[config.mk]
export PLATFORM = sky130hd
export DESIGN_NAME = if_fetch_unit_flat
export DESIGN_NICKNAME = d
export VERILOG_FILES = /design/src/rtl/if_fetch_unit_if.sv /design/src/rtl/if_fetch_unit.sv /design/src/flat_wrapper.sv
export SDC_FILE = /design/constraint.sdc
export NUM_CORES = 1
export LEC_CHECK = 0
export ABC_AREA = 1
export CORE_MARGIN = 2
export CORE_UTILIZATION = 30
export DETAILED_ROUTE_END_ITERATION = 6
export PLACE_DENSITY = 0.64
export SLEW_MARGIN = 10
export SYNTH_ARGS = -nofsm -noshare
export SYNTH_HDL_FRONTEND = slang
export SYNTH_SLANG_ARGS = --single-unit
[constraint.sdc]
create_clock -name clk -period 7.7 [get_ports clk]
set_input_delay 1.54 -clock clk [delete_from_list [all_inputs] [get_ports clk]]
set_output_delay 1.54 -clock clk [all_outputs]
set_load 0.03 [all_outputs]
[src/rtl/if_fetch_unit_if.sv]
// Fetch-stage bundle: hazard/redirect inputs, instruction-memory
// req/ready handshake and the IF/ID pipeline-register drive signals.
interface if_fetch_unit_if;
   logic        stall;
   logic        redirect;
   logic [31:0] redirect_pc;
   logic        imem_req;
   logic [31:0] imem_addr;
   logic        imem_ready;
   logic [31:0] imem_rdata;
   logic [31:0] ifid_pc;
   logic [31:0] ifid_inst;
   logic        ifid_load;
   logic        ifid_flush;

   // fetch unit side
   modport master (
      input  stall, redirect, redirect_pc, imem_ready, imem_rdata,
      output imem_req, imem_addr, ifid_pc, ifid_inst, ifid_load, ifid_flush
   );

   // memory / pipeline side
   modport slave (
      output stall, redirect, redirect_pc, imem_ready, imem_rdata,
      input  imem_req, imem_addr, ifid_pc, ifid_inst, ifid_load, ifid_flush
   );
endinterface

[src/rtl/if_fetch_unit.sv]
// Instruction-fetch stage: owns the PC, fetches over a variable-latency
// req/ready handshake, and drives the IF/ID register (load/flush).
// HOLD parks a word returned during a stall; DROP waits out a fetch that
// a redirect has squashed, keeping the address stable until accepted.
module if_fetch_unit #(
   parameter logic [31:0] RESET_PC = 32'h0000_0000
) (
   input  logic            clk,
   input  logic            rst,
   if_fetch_unit_if.master bus
);

   typedef enum logic [1:0] {FETCH, HOLD, DROP} state_t;

   state_t      state, state_next;
   logic [31:0] pc, pc_next;
   logic [31:0] inst_buf, inst_buf_next;
   logic [31:0] target_buf, target_buf_next;

   assign bus.imem_addr = pc;
   assign bus.ifid_pc   = pc + 32'd4;

   // State and datapath registers
   always_ff @(posedge clk or posedge rst) begin
      if (rst) begin
         state      <= FETCH;
         pc         <= RESET_PC;
         inst_buf   <= '0;
         target_buf <= '0;
      end else begin
         state      <= state_next;
         pc         <= pc_next;
         inst_buf   <= inst_buf_next;
         target_buf <= target_buf_next;
      end
   end

   // Next-state and output decode; redirect beats stall beats normal flow
   always_comb begin
      state_next      = state;
      pc_next         = pc;
      inst_buf_next   = inst_buf;
      target_buf_next = target_buf;
      bus.imem_req    = 1'b0;
      bus.ifid_inst   = bus.imem_rdata;
      bus.ifid_load   = 1'b0;
      bus.ifid_flush  = 1'b0;

      case (state)
         FETCH: begin
            bus.imem_req = 1'b1;
            if (bus.redirect) begin
               bus.ifid_flush = 1'b1;
               if (bus.imem_ready) begin
                  pc_next = bus.redirect_pc;
               end else begin
                  target_buf_next = bus.redirect_pc;
                  state_next      = DROP;
               end
            end else if (bus.imem_ready) begin
               if (bus.stall) begin
                  inst_buf_next = bus.imem_rdata;
                  state_next    = HOLD;
               end else begin
                  bus.ifid_load = 1'b1;
                  pc_next       = pc + 32'd4;
               end
            end else if (!bus.stall) begin
               bus.ifid_flush = 1'b1;
            end
         end

         HOLD: begin
            bus.ifid_inst = inst_buf;
            if (bus.redirect) begin
               bus.ifid_flush = 1'b1;
               pc_next        = bus.redirect_pc;
               state_next     = FETCH;
            end else if (!bus.stall) begin
               bus.ifid_load = 1'b1;
               pc_next       = pc + 32'd4;
               state_next    = FETCH;
            end
         end

         DROP: begin
            bus.imem_req = 1'b1;
            if (bus.redirect) begin
               bus.ifid_flush  = 1'b1;
               target_buf_next = bus.redirect_pc;
            end else if (!bus.stall) begin
               bus.ifid_flush = 1'b1;
            end
            // a redirect arriving on the accept cycle overrides the buffered target
            if (bus.imem_ready) begin
               pc_next    = bus.redirect ? bus.redirect_pc : target_buf;
               state_next = FETCH;
            end
         end

         default: state_next = FETCH;
      endcase
   end

endmodule

[src/flat_wrapper.sv]
// flat-port wrapper written by rule: the top's interface ports become plain ports
module if_fetch_unit_flat 
#(
   parameter logic [31:0] RESET_PC = 32'h0000_0000
)
  (clk, rst, bus_stall, bus_redirect, bus_redirect_pc, bus_imem_ready, bus_imem_rdata, bus_imem_req, bus_imem_addr, bus_ifid_pc, bus_ifid_inst, bus_ifid_load, bus_ifid_flush);
  if_fetch_unit_if bus_i ();
  input  logic clk;
  input  logic rst;
  input wire logic [$bits(bus_i.stall)-1:0] bus_stall;
  input wire logic [$bits(bus_i.redirect)-1:0] bus_redirect;
  input wire logic [$bits(bus_i.redirect_pc)-1:0] bus_redirect_pc;
  input wire logic [$bits(bus_i.imem_ready)-1:0] bus_imem_ready;
  input wire logic [$bits(bus_i.imem_rdata)-1:0] bus_imem_rdata;
  output wire logic [$bits(bus_i.imem_req)-1:0] bus_imem_req;
  output wire logic [$bits(bus_i.imem_addr)-1:0] bus_imem_addr;
  output wire logic [$bits(bus_i.ifid_pc)-1:0] bus_ifid_pc;
  output wire logic [$bits(bus_i.ifid_inst)-1:0] bus_ifid_inst;
  output wire logic [$bits(bus_i.ifid_load)-1:0] bus_ifid_load;
  output wire logic [$bits(bus_i.ifid_flush)-1:0] bus_ifid_flush;
  assign bus_i.stall = bus_stall;
  assign bus_i.redirect = bus_redirect;
  assign bus_i.redirect_pc = bus_redirect_pc;
  assign bus_i.imem_ready = bus_imem_ready;
  assign bus_i.imem_rdata = bus_imem_rdata;
  assign bus_imem_req = bus_i.imem_req;
  assign bus_imem_addr = bus_i.imem_addr;
  assign bus_ifid_pc = bus_i.ifid_pc;
  assign bus_ifid_inst = bus_i.ifid_inst;
  assign bus_ifid_load = bus_i.ifid_load;
  assign bus_ifid_flush = bus_i.ifid_flush;
  if_fetch_unit #(.RESET_PC(RESET_PC)) u_core (.clk(clk), .rst(rst), .bus(bus_i));
endmodule
Yosys cells after proc, flatten, opt, wreduce, memory -nomap -nowiden
Cells that the tools add are included.

word-level totals
  flip-flop bits (word level) = 98
  input bits = 69

cells by class
  add/sub/neg operators = 1
  eq/ne operators = 10
  mux-type cells = 31
  bitwise logic cells = 1
  reductions and logical operators = 8

operators with widths
  operator                                              number
  two-way mux 32 bit                                    10
  one-hot mux 32 bit (3 select lines)                   1
  one-hot mux 32 bit (2 select lines)                   1
  adder 32 x 3 -> 32 bit (second input constant)        1
  two-way mux 2 bit                                     7
  != test 3 bit (second input constant)                 4
  two-way mux 1 bit                                     9
  != test 2 bit (second input constant)                 4
  one-hot mux 2 bit (3 select lines)                    1
  AND reduction 3 bit                                   2
  AND reduction 5 bit                                   1
  AND reduction 4 bit                                   1
  one-hot mux 1 bit (3 select lines)                    1
  nonzero test 3 bit                                    1
  equality test 2 x 1 -> 1 bit (second input constant)  1
  equality test 2 bit (second input constant)           1
  logical NOT 2 bit                                     1
  one-hot mux 1 bit (2 select lines)                    1
  nonzero test 2 bit                                    1
  OR reduction 2 bit                                    1
  NOT 1 bit                                             1

Logic depth before layout (Yosys ltp)
  word-level depth = 5
  mapped depth = 12
  gate-level depth less buffers = 12

Worst setup path after synthesis
OpenSTA, ideal clock, no wires.

  kind = input port to output port
  start point = input port bus_redirect
  end point = output port bus_ifid_load
  data arrival time = 2.540 ns
  data required time = 6.160 ns
  path slack = 3.620 ns
  stages = 4
  path buffers = 1
  path through = buf_2 > inv_8 > nand2_1 > nor3_1

between the ends
  cells in the longest elaborated chain, start to end = 2
  elaborated cells on any way between the ends = 3
  classes of those cells = mux: 3

ends and longest elaborated chain
  element                                 RTL line                                  RTL
  start, declared                         flat_wrapper.sv:11                        input wire logic [$bits(bus_i.redirect)-1:0] bus_redirect;
  two-way mux 1 bit (on tied branches)    if_fetch_unit.sv:75, if_fetch_unit.sv:52
  one-hot mux 1 bit (2 select lines) (*)  if_fetch_unit.sv:49                       case (state)
  end, declared                           flat_wrapper.sv:19                        output wire logic [$bits(bus_i.ifid_load)-1:0] bus_ifid_load;

Mark *: on every way between the ends. The rest lies on a longest branch, timed or not.

Final worst setup path
Ends and elaborated chain as after synthesis.

==> impl_metrics.csv <==
group,metric,value,unit
run_status,status,"complete, no violations",
synthesis,synth_cell_types,31,
setup_path,crit_path_max_fanout,64,
floorplan,io_pins,168,
placed_design,dp_hpwl,12410,um
setup_path,crit_path_top_delay_cell,"clkdlybuf4s50_1",
clock_tree,cts_setup_buffers,0,
setup_path,rr_endpoint,"u_core.bus.imem_addr[5]",
sta,finalCritPeriodShare,67.48,%
placed_design,routabilityCongestion,0.8179,
setup_path,r2r_slack,5330,ps
worst_hold_path,hp-class,"reg -> reg",
global_routing,grt_pass1_vias,5338,
synthesis,synthMuxAreaShare,0,%
run,maxCapViolCount,0,
synthesis,synth_top_family_by_area,"simple AND/OR/NAND/NOR gates",
clock_tree,cts_tree,"done",
drt,routed_via_density,4.611,
setup_path,path_buf_inv,4,
synthesis,synth_top_area_share,40.58,%
drt,vias,5934,
drt,dr.pass1.iters,5,
global_routing,grt_use_total,16.36,%
cells_and_area,design_area,0.008187,mm2
setup_path,crit_end,"bus_ifid_load",
drt,routedWlPerCell,13.68,um
cells_and_area,final_common_cell,"nand2_1",
sta,fmax,192.5,MHz
synthesis,synth_xor_area_share,3.168,%
drt,top_layer,"met4",
synthesis,synth_fa_ha_area_share,0.2070,%
sta,skew,8.321,ps
drt,drc,0,
floorplan,rows,51,
drt,wl_met2,7664,um
pwr,ir_drop,0.1029,mV
setup_path,crit_path_start,"bus_redirect",
drt,wl_met1,8347,um
global_routing,grt_pass1_wl,28430,um
setup_path,cp.required,6160,ps
global_routing,gr-total-overflow,0,
cells_and_area,area_growth,35.47,%
cells_and_area,final_cell_mix,"330 x nand2_1, 167 x clkdlybuf4s50_1, 101 x nor2_1, 98 x dfrtp_1, 91 x a21oi_1",
clock_tree,clock_path_buffers,2,
setup_path,crit_cells,6,
pwr,power.density,280.9,mW/mm2
clock_tree,cts_made_buffers,9,
sta,tightestPinTransition,1105,ps
synthesis,syn_area_per_cell,6.875,um2
setup_path,path_common_cell,"clkdlybuf4s50_1",
synthesis,syn_inst,879,
synthesis,synth_top_area_cell,"dfrtp_1",
synthesis,yosys.area_share.simple,32.05,%
drt,ant_nets,0,
sta,setup_viol,0,
clock_tree,ctsResizeCount,0,
synthesis,synth_fp_nets,949,
synthesis,yosys_most_used_dff,"dfrtp_1",
floorplan,die_w,145.9,um
sta,rsz0062_at_grt,"false",
synthesis,synth_compound_area_share,16.21,%
setup_path,crit_path_end_kind,"output port",
sta,final-hold-violation-count,0,
drt,totalWireLength,17600,um
synthesis,synthArstFlopShare,100.0,%
cells_and_area,fin_nets,1087,
floorplan,die_area,0.02130,mm2
setup_path,crit_type,"in -> out",
clock_tree,cts_num_sinks,98,
cells_and_area,layout-drive-gt1-share,5.289,%
drt,drtIter0Drc,428,
global_routing,antenna_found_initial,1,
sta,setup_ws,2504,ps
setup_path,critPathArrivalTime,3660,ps
cells_and_area,fin_util,41.79,%
floorplan,initial_core_util,30.85,%
drt,dr_wl_met3,1201,um
synthesis,synth_area_leaders,"dfrtp_1 41%, nand2_1 20%, a21oi_1 7.5%",
synthesis,syn_area,0.006043,mm2
synthesis,ys_ff_latch,98,
setup_path,max_stage_delay,720,ps
setup_path,timing.rr.start,"u_core.state[0]",
clock_tree,path_clk_slew,60,ps
placed_design,io_buffers,167,
synthesis,ys_seq_area_share,40.58,%
clock_tree,clk_latency,350,ps
sta,setup-tns-final,0,ps
global_routing,grt_max_degree,85,
sta,slew_headroom,26.27,%
setup_path,crit_path_start_kind,"primary input",
synthesis,ys_warn_count,0,
synthesis,synth_edf_count,0,
floorplan,design.core.area,0.01959,mm2
clock_tree,cts-root-buf,"clkbuf_16",
sta,fin_crit,5196,ps
pwr,p_leak,3.761,nW
clock_tree,h-tree-depth,3,
placed_design,pre_cts_slack,2490,ps
placed_design,dpl_cell_area,0.007865,mm2
sta,drv_slew,0,
setup_path,crit_family,"buffers and inverters",
clock_tree,cts_hold_buf,0,
setup_path,reg2reg_depth,7,
floorplan,die_y,145.9,um
setup_path,path_cells,"clkdlybuf4s50_1 -> buf_4 -> inv_8 -> nand2_1 -> nor3_1 -> clkdlybuf4s50_1",
## synth_stat cells, types with 4 or more instances
master and instances:
nand2_1 330, nor2_1 101, dfrtp_1 98, a21oi_1 91
o21ai_0 77, inv_1 56, clkbuf_1 20, buf_2 19
a31oi_1 14, nor2_4 12, nand3_1 8, nand3b_1 8
xor2_2 8, xnor2_1 5, nand2_2 4, o21ai_1 4
## metrics by stage
step                      hold slack [ps]  total power [mW]  std cells
final                               483.0             2.300       1287
after CTS                           489.6             2.318       1286
after global placement              467.0             1.805       1271
after global routing                513.0             2.440       1286
after detailed placement            473.3             1.817       1271
after floorplan                     453.4             1.418        879
## how the worst min path moves through the flow
stage | startpoint | endpoint | slack (ps) | cells past startpoint
global placement | u_core.inst_buf[18] | u_core.inst_buf[18] | 470 | 2
CTS | u_core.inst_buf[18] | u_core.inst_buf[18] | 490 | 2
finish | u_core.target_buf[29] | u_core.target_buf[29] | 480 | 2
floorplan | u_core.inst_buf[10] | u_core.inst_buf[10] | 450 | 2
global route | u_core.inst_buf[16] | u_core.inst_buf[16] | 510 | 2
detailed placement | u_core.inst_buf[18] | u_core.inst_buf[18] | 470 | 2
## power by group
group | internal, mW | leakage, nW | total (mW) | switching (mW)
Sequential | 0.657 | 1.16 | 0.789 | 0.133
Clock | 0.293 | 0.152 | 0.494 | 0.201
Combinational | 0.396 | 2.45 | 1.02 | 0.620
Total | 1.35 | 3.76 | 2.30 | 0.954
## per-layer routing
metal	global-route usage, %	up-vias
met5	0	-
met4	6.471	0
met3	4.169	20
met2	24.72	161
met1	22.39	2688
li1	-	3065
## registers in the layout (all words and copies together), names as in the netlist
register and flops:
u_core.bus.imem_addr 32, u_core.inst_buf 32, u_core.target_buf 32, u_core.state 2
## worst min-delay path: cells and delay by family (launching register included)
kind            cells  cell delay (ps)
simple gates        1               50
flops               1              340
compound gates      1               60
## area by class of cell
class | instances | area, um2
Tap cell | 265 | 331.6
Antenna cell | 1 | 2.502
Multi-Input combinational cell | 677 | 3137
Clock inverter | 4 | 76.32
Fill cell | 2037 | 11400
Timing Repair Buffer | 173 | 1717
Sequential cell | 98 | 2452
Clock buffer | 11 | 242.7
Inverter | 58 | 227.7
## logic make-up after synthesis
logic type	Yosys count
AND/OR/NAND/NOR	471
AO/OA/AOI/OAI	190
buffers and inverters	104
flip-flops	98
XOR/XNOR	15
adder cells (fa/ha/maj)	1
Note: power is estimated with default switching activity, not from simulation.
